### src/rtl/dmem_pkg.sv
// Shared types and constants for the data-memory arbiter.
package dmem_pkg;

    typedef enum logic [1:0] {
        IDLE,
        ISSUE,
        WAIT,
        DONE
    } state_e;

    localparam logic PORT_CORE   = 1'b0;
    localparam logic PORT_AUX    = 1'b1;
    localparam int   MEM_LATENCY = 1;

endpackage

### src/rtl/dmem_arbiter_rr_pick2.sv
// Two-request round-robin picker: a tie goes to the port that did not win last.
module rr_pick2 (
    input  logic [1:0] req,
    input  logic       last,
    output logic       grant,
    output logic       valid
);

    always_comb begin
        valid = |req;
        grant = (req == 2'b11) ? ~last : req[1];
    end

endmodule

### src/rtl/dmem_arbiter.sv
// Shares one data-memory port between core (m0) and aux (m1) masters,
// one transaction at a time through IDLE/ISSUE/WAIT/DONE.
module dmem_arbiter
    import dmem_pkg::*;
#(
    parameter int ADDR_WIDTH = 32,
    parameter int DATA_WIDTH = 32
) (
    input  logic                  clk,
    input  logic                  rst_n,
    input  logic                  m0_req,
    input  logic                  m0_we,
    input  logic [ADDR_WIDTH-1:0] m0_addr,
    input  logic [DATA_WIDTH-1:0] m0_wdata,
    output logic                  m0_ack,
    output logic [DATA_WIDTH-1:0] m0_rdata,
    input  logic                  m1_req,
    input  logic                  m1_we,
    input  logic [ADDR_WIDTH-1:0] m1_addr,
    input  logic [DATA_WIDTH-1:0] m1_wdata,
    output logic                  m1_ack,
    output logic [DATA_WIDTH-1:0] m1_rdata,
    output logic [ADDR_WIDTH-1:0] mem_addr,
    output logic [DATA_WIDTH-1:0] mem_data,
    output logic                  mem_we,
    input  logic [DATA_WIDTH-1:0] mem_rdata
);

    state_e                state_q, state_d;
    logic                  last_q, last_d;
    logic                  port_q, port_d;
    logic                  we_q, we_d;
    logic                  mem_we_q, mem_we_d;
    logic [ADDR_WIDTH-1:0] addr_q, addr_d;
    logic [DATA_WIDTH-1:0] data_q, data_d;
    logic [DATA_WIDTH-1:0] rdata0_q, rdata0_d;
    logic [DATA_WIDTH-1:0] rdata1_q, rdata1_d;
    logic [1:0]            ack_q, ack_d;
    logic                  pick_grant;
    logic                  pick_valid;

    rr_pick2 u_pick (
        .req   ({m1_req, m0_req}),
        .last  (last_q),
        .grant (pick_grant),
        .valid (pick_valid)
    );

    always_comb begin
        state_d  = state_q;
        last_d   = last_q;
        port_d   = port_q;
        we_d     = we_q;
        addr_d   = addr_q;
        data_d   = data_q;
        rdata0_d = rdata0_q;
        rdata1_d = rdata1_q;
        mem_we_d = 1'b0;
        ack_d    = 2'b00;
        unique case (state_q)
            IDLE: begin
                if (pick_valid) begin
                    state_d = ISSUE;
                    port_d  = pick_grant;
                    last_d  = pick_grant;
                    if (pick_grant == PORT_AUX) begin
                        we_d     = m1_we;
                        addr_d   = m1_addr;
                        data_d   = m1_wdata;
                        mem_we_d = m1_we;
                    end else begin
                        we_d     = m0_we;
                        addr_d   = m0_addr;
                        data_d   = m0_wdata;
                        mem_we_d = m0_we;
                    end
                end
            end
            ISSUE: state_d = WAIT;
            WAIT: begin
                // Memory answers one cycle after the address; capture it here.
                if (!we_q) begin
                    if (port_q == PORT_AUX) rdata1_d = mem_rdata;
                    else                    rdata0_d = mem_rdata;
                end
                ack_d[port_q] = 1'b1;
                state_d       = DONE;
            end
            DONE:    state_d = IDLE;
            default: state_d = IDLE;
        endcase
    end

    always_ff @(posedge clk) begin
        if (!rst_n) begin
            state_q  <= IDLE;
            last_q   <= PORT_AUX;
            port_q   <= PORT_CORE;
            we_q     <= 1'b0;
            mem_we_q <= 1'b0;
            addr_q   <= '0;
            data_q   <= '0;
            rdata0_q <= '0;
            rdata1_q <= '0;
            ack_q    <= 2'b00;
        end else begin
            state_q  <= state_d;
            last_q   <= last_d;
            port_q   <= port_d;
            we_q     <= we_d;
            mem_we_q <= mem_we_d;
            addr_q   <= addr_d;
            data_q   <= data_d;
            rdata0_q <= rdata0_d;
            rdata1_q <= rdata1_d;
            ack_q    <= ack_d;
        end
    end

    assign mem_addr = addr_q;
    assign mem_data = data_q;
    assign mem_we   = mem_we_q;
    assign m0_ack   = ack_q[0];
    assign m1_ack   = ack_q[1];
    assign m0_rdata = rdata0_q;
    assign m1_rdata = rdata1_q;

endmodule

### config.mk
export PLATFORM = sky130hd
export DESIGN_NAME = dmem_arbiter
export DESIGN_NICKNAME = d
export VERILOG_FILES = /design/src/rtl/dmem_pkg.sv /design/src/rtl/dmem_arbiter_rr_pick2.sv /design/src/rtl/dmem_arbiter.sv
export SDC_FILE = /design/constraint.sdc
export NUM_CORES = 1
export LEC_CHECK = 0
export CAP_MARGIN = 20
export CORE_ASPECT_RATIO = 1.25
export CORE_MARGIN = 5
export CORE_UTILIZATION = 30
export DETAILED_ROUTE_END_ITERATION = 8
export SLEW_MARGIN = 20
export SYNTH_ARGS = -nofsm -noshare
export SYNTH_HDL_FRONTEND = slang
export SYNTH_SLANG_ARGS = --single-unit
### constraint.sdc
create_clock -name clk -period 3.3 [get_ports clk]
set_input_delay 0.33 -clock clk [delete_from_list [all_inputs] [get_ports clk]]
set_output_delay 0.33 -clock clk [all_outputs]
set_load 0.01 [all_outputs]
==> flow_metrics.py <==
metrics = {
    "yosys": {
        "synth_top_cell_area_share_pct": 50.4,
        "synth-seq-cells": 136,
        "synth_nets": 842,
        "ys_warn_count": 0,
        "async_reset_ff_share_pct": 0,
        "synth_cells": 673,
        "yosys.area.top_type": "dfxtp_1",
        "synth_cell_types": 25,
        "yosys-top-cells-area": "dfxtp_1, nand2_1, a21oi_1",
        "yosysSeqAreaShare_pct": 50.4,
        "synth_edf_count": 0,
        "syn-cell-area_sq_um": 5400,
        "synth_flop_cell": "dfxtp_1",
        "avgSynthCellArea_sq_um": 8.03,
    },
    "worst_setup_path": {
        "cp_data_required_time_ns": 3.63,
        "crit_chain": "inv_1 -> ha_1 -> o21a_2 -> buf_12 -> o21ai_0 -> a21oi_1",
        "crit_family": "compound AO/OA/AOI/OAI gates",
        "critPathArrivalTime_ns": 2.29,
        "critical_path.max_stage_delay_ns": 0.59,
        "startpoint_type": "flip-flop",
        "reg2regPathDepth": 6,
        "critPathKind": "flip-flop to flip-flop",
        "cp.buffers_inverters": 2,
        "worstSetupEndpointType": "flip-flop",
        "cp_max_fo": 36,
        "r2r_slack_ns": 1.34,
        "slowest_stage": "o21a_2",
        "cp_num_cells": 6,
        "r2r-start": "state_q[0]",
        "worstReg2RegEnd": "mem_addr[11]",
    },
    "detailed_routing": {
        "drtIter0Drc": 272,
        "viasPerCell": 4.75,
        "ant_nets": 0,
        "drc": 0,
        "vias": 5615,
        "wirelength_microns": 19300,
        "wl_per_cell_microns": 16.3,
        "drt_pre_antenna_iters": 4,
    },
    "sta": {
        "period_share_pct": 59.4,
        "setup-tns-final_ns": 0,
        "relSlewSlack_pct": 34.6,
        "period_minus_slack_ns": 1.96,
        "tightestPinTransition_ns": 0.981,
        "slew_viol_final": 0,
        "max_freq_mhz": 510,
        "fin_skew_ns": 0.00928,
        "hold_viol": 0,
        "rsz0062_at_grt": "no",
        "setup_viol": 0,
    },
    "floorplanning": {
        "initial_core_util_pct": 30.2,
        "coreArea_sq_um": 17900,
        "die_h_microns": 160,
        "dieWidth_microns": 130,
        "ios": 297,
        "row_count": 55,
        "fp.dieArea_sq_um": 20800,
    },
    "grt": {
        "grt_pass1_vias": 5359,
        "overflow": 0,
        "grt_pass1_wl_microns": 29400,
        "grt_max_degree": 107,
        "antenna_found_initial": 0,
        "track_usage_pct": 17.8,
    },
    "hold_path": {
        "hold_end": "m1_rdata[11]",
        "hold-path-cell-count": 2,
        "min-delay-start": "m1_rdata[11]",
        "hp-class": "flip-flop to flip-flop",
    },
    "cts": {
        "clk_path_buf_depth": 2,
        "cts_root_buffer": "clkbuf_16",
        "cts.sinks": 136,
        "clk_pin_slew_ns": 0.06,
        "cts_resized": 0,
        "clock_latency_ns": 0.41,
        "post_cts_buffers": 0,
        "h-tree-depth": 4,
        "cts-buffers-inserted": 17,
        "cts_tree": "built",
        "holdBufCountCts": 0,
    },
    "layout": {
        "nFillCells": 1762,
        "layout_common_cells": "clkdlybuf4s50_1, nand2_1, dfxtp_1, a21oi_1, o21ai_0",
        "ff_latch_area_sq_um": 2720,
        "final_nets": 1110,
        "n_antenna_cell": 0,
        "multi_input_area_sq_um": 2410,
        "layout_commonest_cell": "clkdlybuf4s50_1",
        "syn_to_final_growth_pct": 69.9,
        "drive_gt1_share_pct": 4.93,
    },
    "placement": {
        "io_buffers": 296,
        "place.gp.congestion": 0.772,
        "place_hpwl_microns": 13200,
    },
    "power_and_ir_drop": {
        "fin_total_pwr_mw": 6.84,
        "p_per_area_nw_per_um2": 744,
        "ir_drop_mv": 0.483,
        "p_leak_nw": 3.44,
    },
    "job": {
        "maxCapViolations": 0,
    },
    "run_status": {
        "status": "finished, final reports clean",
    },
}
-- area by class of cell --
type | instances | share of cell area [%]
Timing Repair Buffer | 306 | 33.6
Sequential cell | 136 | 29.7
Tap cell | 228 | 3.11
Clock inverter | 10 | 2.06
Multi-Input combinational cell | 478 | 26.3
Clock buffer | 21 | 5.23
Inverter | 2 | 0.0818
-- kinds of logic after synthesis --
| kind of cell | after synthesis | synth area share [%] |
|---|---|---|
| AO/OA/AOI/OAI | 266 | 27.9 |
| AND/OR/NAND/NOR | 207 | 15.1 |
| flip-flops | 136 | 50.4 |
| buffers and inverters | 59 | 5.56 |
| adder cells (fa/ha/maj) | 3 | 0.695 |
| multiplexers | 2 | 0.370 |
-- metal layers --
layer  vias to the layer above  wire length [microns]  track usage [%]
met5                         -                      0                0
met2                       233                   8960             28.5
li1                       2800                      -                -
met4                         0                    427             5.91
met3                        23                   2040             8.03
met1                      2559                   7840             21.1
-- cells in the mapped netlist, drive strengths merged (2+ instances only) --
library cell and count:
inv 2, nor2b 2, clkbuf 21, a21oi 130, buf 36, a21boi 65, or3b 2, and3 2
o21ai 67, nand2 195, ha 3, mux2i 2, dfxtp 136, nor2 3
-- report_power, final --
group          internal [mW]  switching, mW  total [mW]
sequential              2.04          0.215        2.26
combinational           1.20           1.22        2.42
clock                   1.42          0.729        2.15
total                   4.67           2.16        6.84
-- how the worst max path moves through the flow --
stage | slack (ns) | start | end
after global placement | 1.09 | m1_req | mem_addr[4]
final | 1.34 | state_q[0] | mem_addr[11]
after floorplan | 1.86 | state_q[0] | m0_rdata[10]
after CTS | 1.32 | state_q[0] | mem_addr[9]
after detailed placement | 1.03 | m1_req | mem_addr[9]
after global routing | 1.13 | state_q[0] | mem_data[31]
-- flip-flops by register name (all words and copies together) (netlist names) --
name	flops
m0_rdata	32
m1_rdata	32
mem_addr	32
mem_data	32
ack_q	2
state_q	2
last_q	1
mem_we	1
port_q	1
we_q	1
-- tightest hold or removal path, cell delays in order, from the launching register on --
cell      delay [ns]
dfxtp_1         0.30
nand2_1         0.05
a21boi_1        0.05
-- stage by stage --
step                utilization [%]  area [sq um]  std cells  hold slack [ns]  worst slack [ns]
detailed placement             47.6          8510       1150            0.444              1.03
CTS                            51.3          9180       1181            0.439              1.32
global route                   51.3          9180       1181            0.446              1.13
finish                         51.3          9180       1181            0.449              1.34
floorplan                         -          5400        673            0.458              1.86
global placement               47.6          8510       1150            0.440              1.09
(Power assumes the default switching activity.)
